[src/rtl/con_ff_unit.sv]
// -----------------------------------------------------------------------------
// con_ff_unit
// Condition-code flip-flop for the datapath branch logic. On each rising edge
// of con_in the bus value is tested against cond_code and the result is
// latched into con_out. Provides an illegal-code flag, a valid/clear handshake
// and, when the CON_STATS_EN macro is defined, saturating branch statistics.
//
// Parameters
//   DATA_W  width of bus_in (two's complement)
//   CODE_W  width of cond_code (minimum 4)
//   CNT_W   width of the statistics counters (CON_STATS_EN only)
//
// Ports
//   clock      in   system clock, all state on rising edge
//   clear      in   asynchronous active-low reset
//   bus_in     in   value under test
//   cond_code  in   condition select
//   con_in     in   evaluate request, acted on at its 0->1 transition
//   con_clr    in   drop the current result (con_out, con_valid -> 0)
//   con_out    out  latched condition result
//   con_valid  out  con_out holds a live evaluation
//   cond_ill   out  last evaluation used an undefined code
//   eval_cnt   out  evaluations performed          (CON_STATS_EN only)
//   taken_cnt  out  evaluations that returned 1    (CON_STATS_EN only)
//
// Optional feature macro: CON_STATS_EN
// -----------------------------------------------------------------------------
module con_ff_unit #(
    parameter int DATA_W = 32,
    parameter int CODE_W = 4,
    parameter int CNT_W  = 16
) (
    input  logic              clock,
    input  logic              clear,
    input  logic [DATA_W-1:0] bus_in,
    input  logic [CODE_W-1:0] cond_code,
    input  logic              con_in,
    input  logic              con_clr,
    output logic              con_out,
    output logic              con_valid,
    output logic              cond_ill
`ifdef CON_STATS_EN
    ,
    output logic [CNT_W-1:0]  eval_cnt,
    output logic [CNT_W-1:0]  taken_cnt
`endif
);

    typedef enum logic [0:0] {
        ST_IDLE  = 1'b0,
        ST_VALID = 1'b1
    } state_e;

    // Parameter sanity: codes 0..7 need at least four bits so that codes
    // above 7 remain expressible and flagged as illegal.
    if (CODE_W < 4 || CNT_W < 1) begin : g_bad_param
        $error("con_ff_unit: CODE_W must be >= 4 and CNT_W >= 1");
    end

    // Returns {illegal, result} for a bus value and condition code.
    function automatic logic [1:0] cond_eval(input logic [DATA_W-1:0] bus,
                                             input logic [CODE_W-1:0] code);
        logic z;
        logic n;
        logic d;
        logic ill;
        z   = ~|bus;
        n   = bus[DATA_W-1];
        d   = 1'b0;
        ill = 1'b0;
        if (|code[CODE_W-1:3]) begin
            ill = 1'b1;
            d   = 1'b0;
        end else begin
            case (code[2:0])
                3'd0:    d = z;
                3'd1:    d = ~z;
                3'd2:    d = ~n;
                3'd3:    d = n;
                3'd4:    d = ~n & ~z;
                3'd5:    d = n | z;
                3'd6:    d = 1'b1;
                3'd7:    d = 1'b0;
                default: d = 1'b0;
            endcase
        end
        return {ill, d};
    endfunction

    state_e     state_q, state_d;
    logic       con_in_q;
    logic       con_out_q, con_out_d;
    logic       con_valid_q, con_valid_d;
    logic       cond_ill_q, cond_ill_d;
    logic       evt_s;
    logic [1:0] eval_s;

    // Rising-edge detect: a con_in held high evaluates only once.
    assign evt_s  = con_in & ~con_in_q;
    assign eval_s = cond_eval(bus_in, cond_code);

    // Next-state and result logic; a new evaluation wins over con_clr.
    always_comb begin
        state_d    = state_q;
        con_out_d  = con_out_q;
        cond_ill_d = cond_ill_q;
        case (state_q)
            ST_IDLE: begin
                if (evt_s) begin
                    state_d    = ST_VALID;
                    con_out_d  = eval_s[0];
                    cond_ill_d = eval_s[1];
                end else begin
                    state_d = ST_IDLE;
                end
            end
            ST_VALID: begin
                if (evt_s) begin
                    state_d    = ST_VALID;
                    con_out_d  = eval_s[0];
                    cond_ill_d = eval_s[1];
                end else if (con_clr) begin
                    state_d    = ST_IDLE;
                    con_out_d  = 1'b0;
                    cond_ill_d = 1'b0;
                end else begin
                    state_d = ST_VALID;
                end
            end
            default: begin
                state_d    = ST_IDLE;
                con_out_d  = 1'b0;
                cond_ill_d = 1'b0;
            end
        endcase
        con_valid_d = (state_d == ST_VALID);
    end

    // State, edge-detect and output registers.
    always_ff @(posedge clock or negedge clear) begin
        if (!clear) begin
            state_q     <= ST_IDLE;
            con_in_q    <= 1'b0;
            con_out_q   <= 1'b0;
            con_valid_q <= 1'b0;
            cond_ill_q  <= 1'b0;
        end else begin
            state_q     <= state_d;
            con_in_q    <= con_in;
            con_out_q   <= con_out_d;
            con_valid_q <= con_valid_d;
            cond_ill_q  <= cond_ill_d;
        end
    end

    assign con_out   = con_out_q;
    assign con_valid = con_valid_q;
    assign cond_ill  = cond_ill_q;

`ifdef CON_STATS_EN
    logic [CNT_W-1:0] eval_cnt_q, eval_cnt_d;
    logic [CNT_W-1:0] taken_cnt_q, taken_cnt_d;

    // Saturating statistics; only the async reset clears them, not con_clr.
    always_comb begin
        eval_cnt_d  = eval_cnt_q;
        taken_cnt_d = taken_cnt_q;
        if (evt_s) begin
            if (eval_cnt_q != {CNT_W{1'b1}}) begin
                eval_cnt_d = eval_cnt_q + CNT_W'(1);
            end else begin
                eval_cnt_d = eval_cnt_q;
            end
            if (eval_s[0] && (taken_cnt_q != {CNT_W{1'b1}})) begin
                taken_cnt_d = taken_cnt_q + CNT_W'(1);
            end else begin
                taken_cnt_d = taken_cnt_q;
            end
        end else begin
            eval_cnt_d  = eval_cnt_q;
            taken_cnt_d = taken_cnt_q;
        end
    end

    // Statistics counter registers.
    always_ff @(posedge clock or negedge clear) begin
        if (!clear) begin
            eval_cnt_q  <= {CNT_W{1'b0}};
            taken_cnt_q <= {CNT_W{1'b0}};
        end else begin
            eval_cnt_q  <= eval_cnt_d;
            taken_cnt_q <= taken_cnt_d;
        end
    end

    assign eval_cnt  = eval_cnt_q;
    assign taken_cnt = taken_cnt_q;
`endif

endmodule

[config.mk]
export PLATFORM = sky130hd
export DESIGN_NAME = con_ff_unit
export DESIGN_NICKNAME = d
export VERILOG_FILES = /design/src/rtl/con_ff_unit.sv
export SDC_FILE = /design/constraint.sdc
export NUM_CORES = 1
export LEC_CHECK = 0
export BUFFER_PORTS_ARGS = -buffer_cell sky130_fd_sc_hd__buf_2
export CORE_AREA = 2 2 39 41
export DETAILED_ROUTE_END_ITERATION = 16
export DIE_AREA = 0 0 41 43
export PLACE_DENSITY_LB_ADDON = 0.15
export SLEW_MARGIN = 15
export SYNTH_ARGS = -nofsm -noshare
export SYNTH_HDL_FRONTEND = slang
export SYNTH_SLANG_ARGS = --single-unit
[constraint.sdc]
create_clock -name clock -period 1.19 [get_ports clock]
set_clock_uncertainty 0.2 [all_clocks]
set_input_delay 0.1785 -clock clock [delete_from_list [all_inputs] [get_ports clock]]
set_output_delay 0.1785 -clock clock [all_outputs]
set_load 0.01 [all_outputs]
==> summary.txt <==
==================================================================================
Worst hold start                                                      cond_code[3]
Post-CTS repair timing setup buffer count                                        0
Internal                                                                  0.360 mW
Crit-path max cell delay                                                    450 ps
Overall Global Routing Usage                                                 14.2%
Cells on worst reg2reg path                                                      4
NetSw                                                                     0.131 mW
Die X-Extent                                                                 41 um
Final Slew Violations                                                            0
Post-synth ARST share                                                         100%
Pre-CTS worst setup slack                                                  -577 ps
Worst setup path startpoint                                              bus_in[6]
Maximum number of pins on one net before global-route repair                     6
Worst slack on hold paths                                                  18.3 ps
Final Non-Filler Cells                                                         106
Startpoint Class                                                      primary input
Post-synthesis instance area                                               300 um2
Cells after Synth                                                               35
Critical path data arrival time                                            1420 ps
Die Span Y                                                                   43 um
Post-route minimum period                                                  1510 ps
Part of the Yosys area used for sequential elements                          33.3%
Initial antenna violation count                                                  0
Full die area                                                          0.00176 mm2
Hold violation total from the final report                                       0
Wire length of the first global-routing pass                               1.74 mm
Post-synthesis average cell area                                          8.58 um2
Clock root cell                                                       sky130_fd_sc_hd__clkbuf_4
Final instance area                                                        714 um2
Instance area at placement                                                 588 um2
Total leakage power                                                       0.335 nW
Share of final-layout standard cells stronger than drive strength 1          67.8%
Final weighted congestion in routability-driven placement                    0.740
Register clock-pin slew on the reported worst setup and hold paths           40 ps
Largest cells by area after synthesis                                 sky130_fd_sc_hd__dfrtp_1 33%, sky130_fd_sc_hd__nor4_1 15%, sky130_fd_sc_hd__nor4_2 8.3%
Critical Path, Cell by Cell                                           buf_2, nor4_2, nand4_1, or4_1, a21oi_2, o21ai_1
GR Overflow Total                                                                0
Buffer levels on the longest clock path                                          2
Clock tree from TritonCTS                                                     done
Fin crit share                                                                127%
Initial DRC count                                                                8
Number of synthesized register bits                                              4
Path class of the lowest-slack min-delay path                               in2reg
Slew margin rel.                                                             78.7%
Violations in the final reports                                       negative setup slack
Worst hold path depth                                                            4
Core ar.                                                               0.00138 mm2
Number of buffers added by the clock tree synthesis step                         3
CP endpoint kind                                                              flop
Avg WL per Cell                                                            11.0 um
Worst min-delay path endpoint                                              con_out
PD cells                                                                688 mW/mm2
Final wirelength                                                           1.16 mm
Total I/O pin count                                                             43
Sequential group share of total power                                        31.4%
Final Total Pwr                                                           0.491 mW
First-pass iteration count of the detailed router                                4
Critical R2R Capture                                                       con_out
Count of H-tree levels built during CTS                                          1
Number of cells in the design after placement                                   99
Remaining antenna violation count                                                0
Main flop type after synthesis                                        sky130_fd_sc_hd__dfrtp_1
Most common cell in the synthesized netlist                           sky130_fd_sc_hd__nor4_1
Floorplan row count                                                             14
Maximum VDD drop                                                          0.215 mV
Clock network latency to the later pin of the worst-skew pair               230 ps
Setup ws final                                                             -316 ps
Antenna Diode Count                                                              0
Synth unique cells                                                              19
Vias after detailed routing                                                    495
Result of the run                                                     finished, violations left
Leading post-synthesis cells by instance count                        7 x sky130_fd_sc_hd__nor4_1, 4 x sky130_fd_sc_hd__dfrtp_1, 3 x sky130_fd_sc_hd__a21oi_1
Via count of the first global-routing pass                                     490
CTS sink count                                                                   4
Nets@finish                                                                    132
Number of vias per cell                                                       4.67
Worst-path fanout max                                                            4
Number of endpoints failing setup at the final stage                             1
Achievable Freq                                                            664 MHz
Master of the slowest instance on the critical path                   sky130_fd_sc_hd__or4_1
RSZ-0062 raised after global routing                                           yes
Category of the critical setup timing path                                  in2reg
Startpoint of the worst-slack reg-to-reg timing path                      con_in_q
Fraction of synthesized cell area taken by the top area cell type            33.3%
Clock network power share                                                    34.4%
Pin slew with the least headroom to its limit                               317 ps
Number of enable flip-flop cells after synthesis                                 0
Yosys synthesis warning count                                                    0
Fraction of power spent switching nets                                       26.6%
Synthesized Nets                                                                75
Maxcap violations                                                                0
Required time of the critical path                                         1110 ps
Buffers on Ports                                                                42
Initial Util                                                                 21.7%
Worst-case register-to-register setup slack                                -190 ps
Library cell with the largest summed area after synthesis             sky130_fd_sc_hd__dfrtp_1
Relative area change from synthesis to final layout                           138%
Power share of the combinational group                                       34.2%
DRC violations left                                                              0
==================================================================================
-- how the worst max path moves through the flow --
| stage | endpoint | slack, ps | depth (start not counted) |
|---|---|---|---|
| floorplan | con_out | -380 | 5 |
| global placement | con_out | -570 | 6 |
| detailed placement | con_out | -580 | 6 |
| CTS | con_out | -270 | 6 |
| global route | con_out | -430 | 6 |
| finish | con_out | -320 | 6 |
-- stage by stage --
stage               setup TNS, ps  util [%]
global placement             -567      42.5
CTS                          -268      50.0
detailed placement           -577      42.5
finish                       -316      51.6
floorplan                    -382         -
global route                 -426      51.6
-- what timing repair did --
action                                  4_1_cts  5_1_grt
endpoints found under the setup margin        1        1
gates resized for setup                       6        4
pin swaps                                     1        1
hold endpoints to repair                      7        0
hold buffers                                  4        0
-- state kept, by name (all words and copies together), names as in the netlist --
name / flops
cond_ill: 1
con_out: 1
con_in_q: 1
con_valid: 1
-- worst max-delay path, delay by kind of cell --
kind | cells | cell delay, ps
compound gates | 2 | 200
simple gates | 3 | 940
buf+inv | 1 | 110
-- layout by cell type (no fill, tap or decap), types with 2 or more instances in the layout --
master	instances
sky130_fd_sc_hd__dfrtp_1	4
sky130_fd_sc_hd__clkbuf_4	3
sky130_fd_sc_hd__nand2_1	2
sky130_fd_sc_hd__buf_4	6
sky130_fd_sc_hd__buf_6	3
sky130_fd_sc_hd__o21ai_0	2
sky130_fd_sc_hd__a21oi_1	2
sky130_fd_sc_hd__nor4_2	7
sky130_fd_sc_hd__inv_1	2
sky130_fd_sc_hd__nand4_1	2
sky130_fd_sc_hd__buf_2	39
sky130_fd_sc_hd__dlygate4sd3_1	4
-- kinds of logic (layout without fill, tap and decap cells) --
group / Yosys count / in the layout / synth area share, %
buffers and inverters: 2 / 57 / 2.50
xor gates and xnor gates: 1 / 1 / 2.92
AOI/OAI and AO/OA: 9 / 9 / 18.3
and+or+nand+nor: 19 / 19 / 42.9
DFF: 4 / 4 / 33.3
-- final cells by class --
class | instances | area, um2
Sequential cell | 4 | 100
Clock buffer | 3 | 22.5
Tap cell | 16 | 20.0
Fill cell | 134 | 669
Inverter | 2 | 7.51
Multi-Input combinational cell | 29 | 250
Timing Repair Buffer | 52 | 314
-- per-layer routing --
layer  track usage (%)  part of all wire [%]
met5                 0                     0
met4              10.0                   2.7
met3              1.57                   8.4
met2              21.9                    51
met1              17.0                    38
-- power groups by stage --
stage / clock network (mW) / registers, mW / logic (mW)
2_1_floorplan: 0 / 0.161 / 0.0319
3_3_place_gp: 0 / 0.157 / 0.137
3_5_place_dp: 0 / 0.157 / 0.137
4_1_cts: 0.178 / 0.155 / 0.160
5_1_grt: 0.187 / 0.156 / 0.185
6_report: 0.169 / 0.154 / 0.168
(Power assumes the default switching activity.)
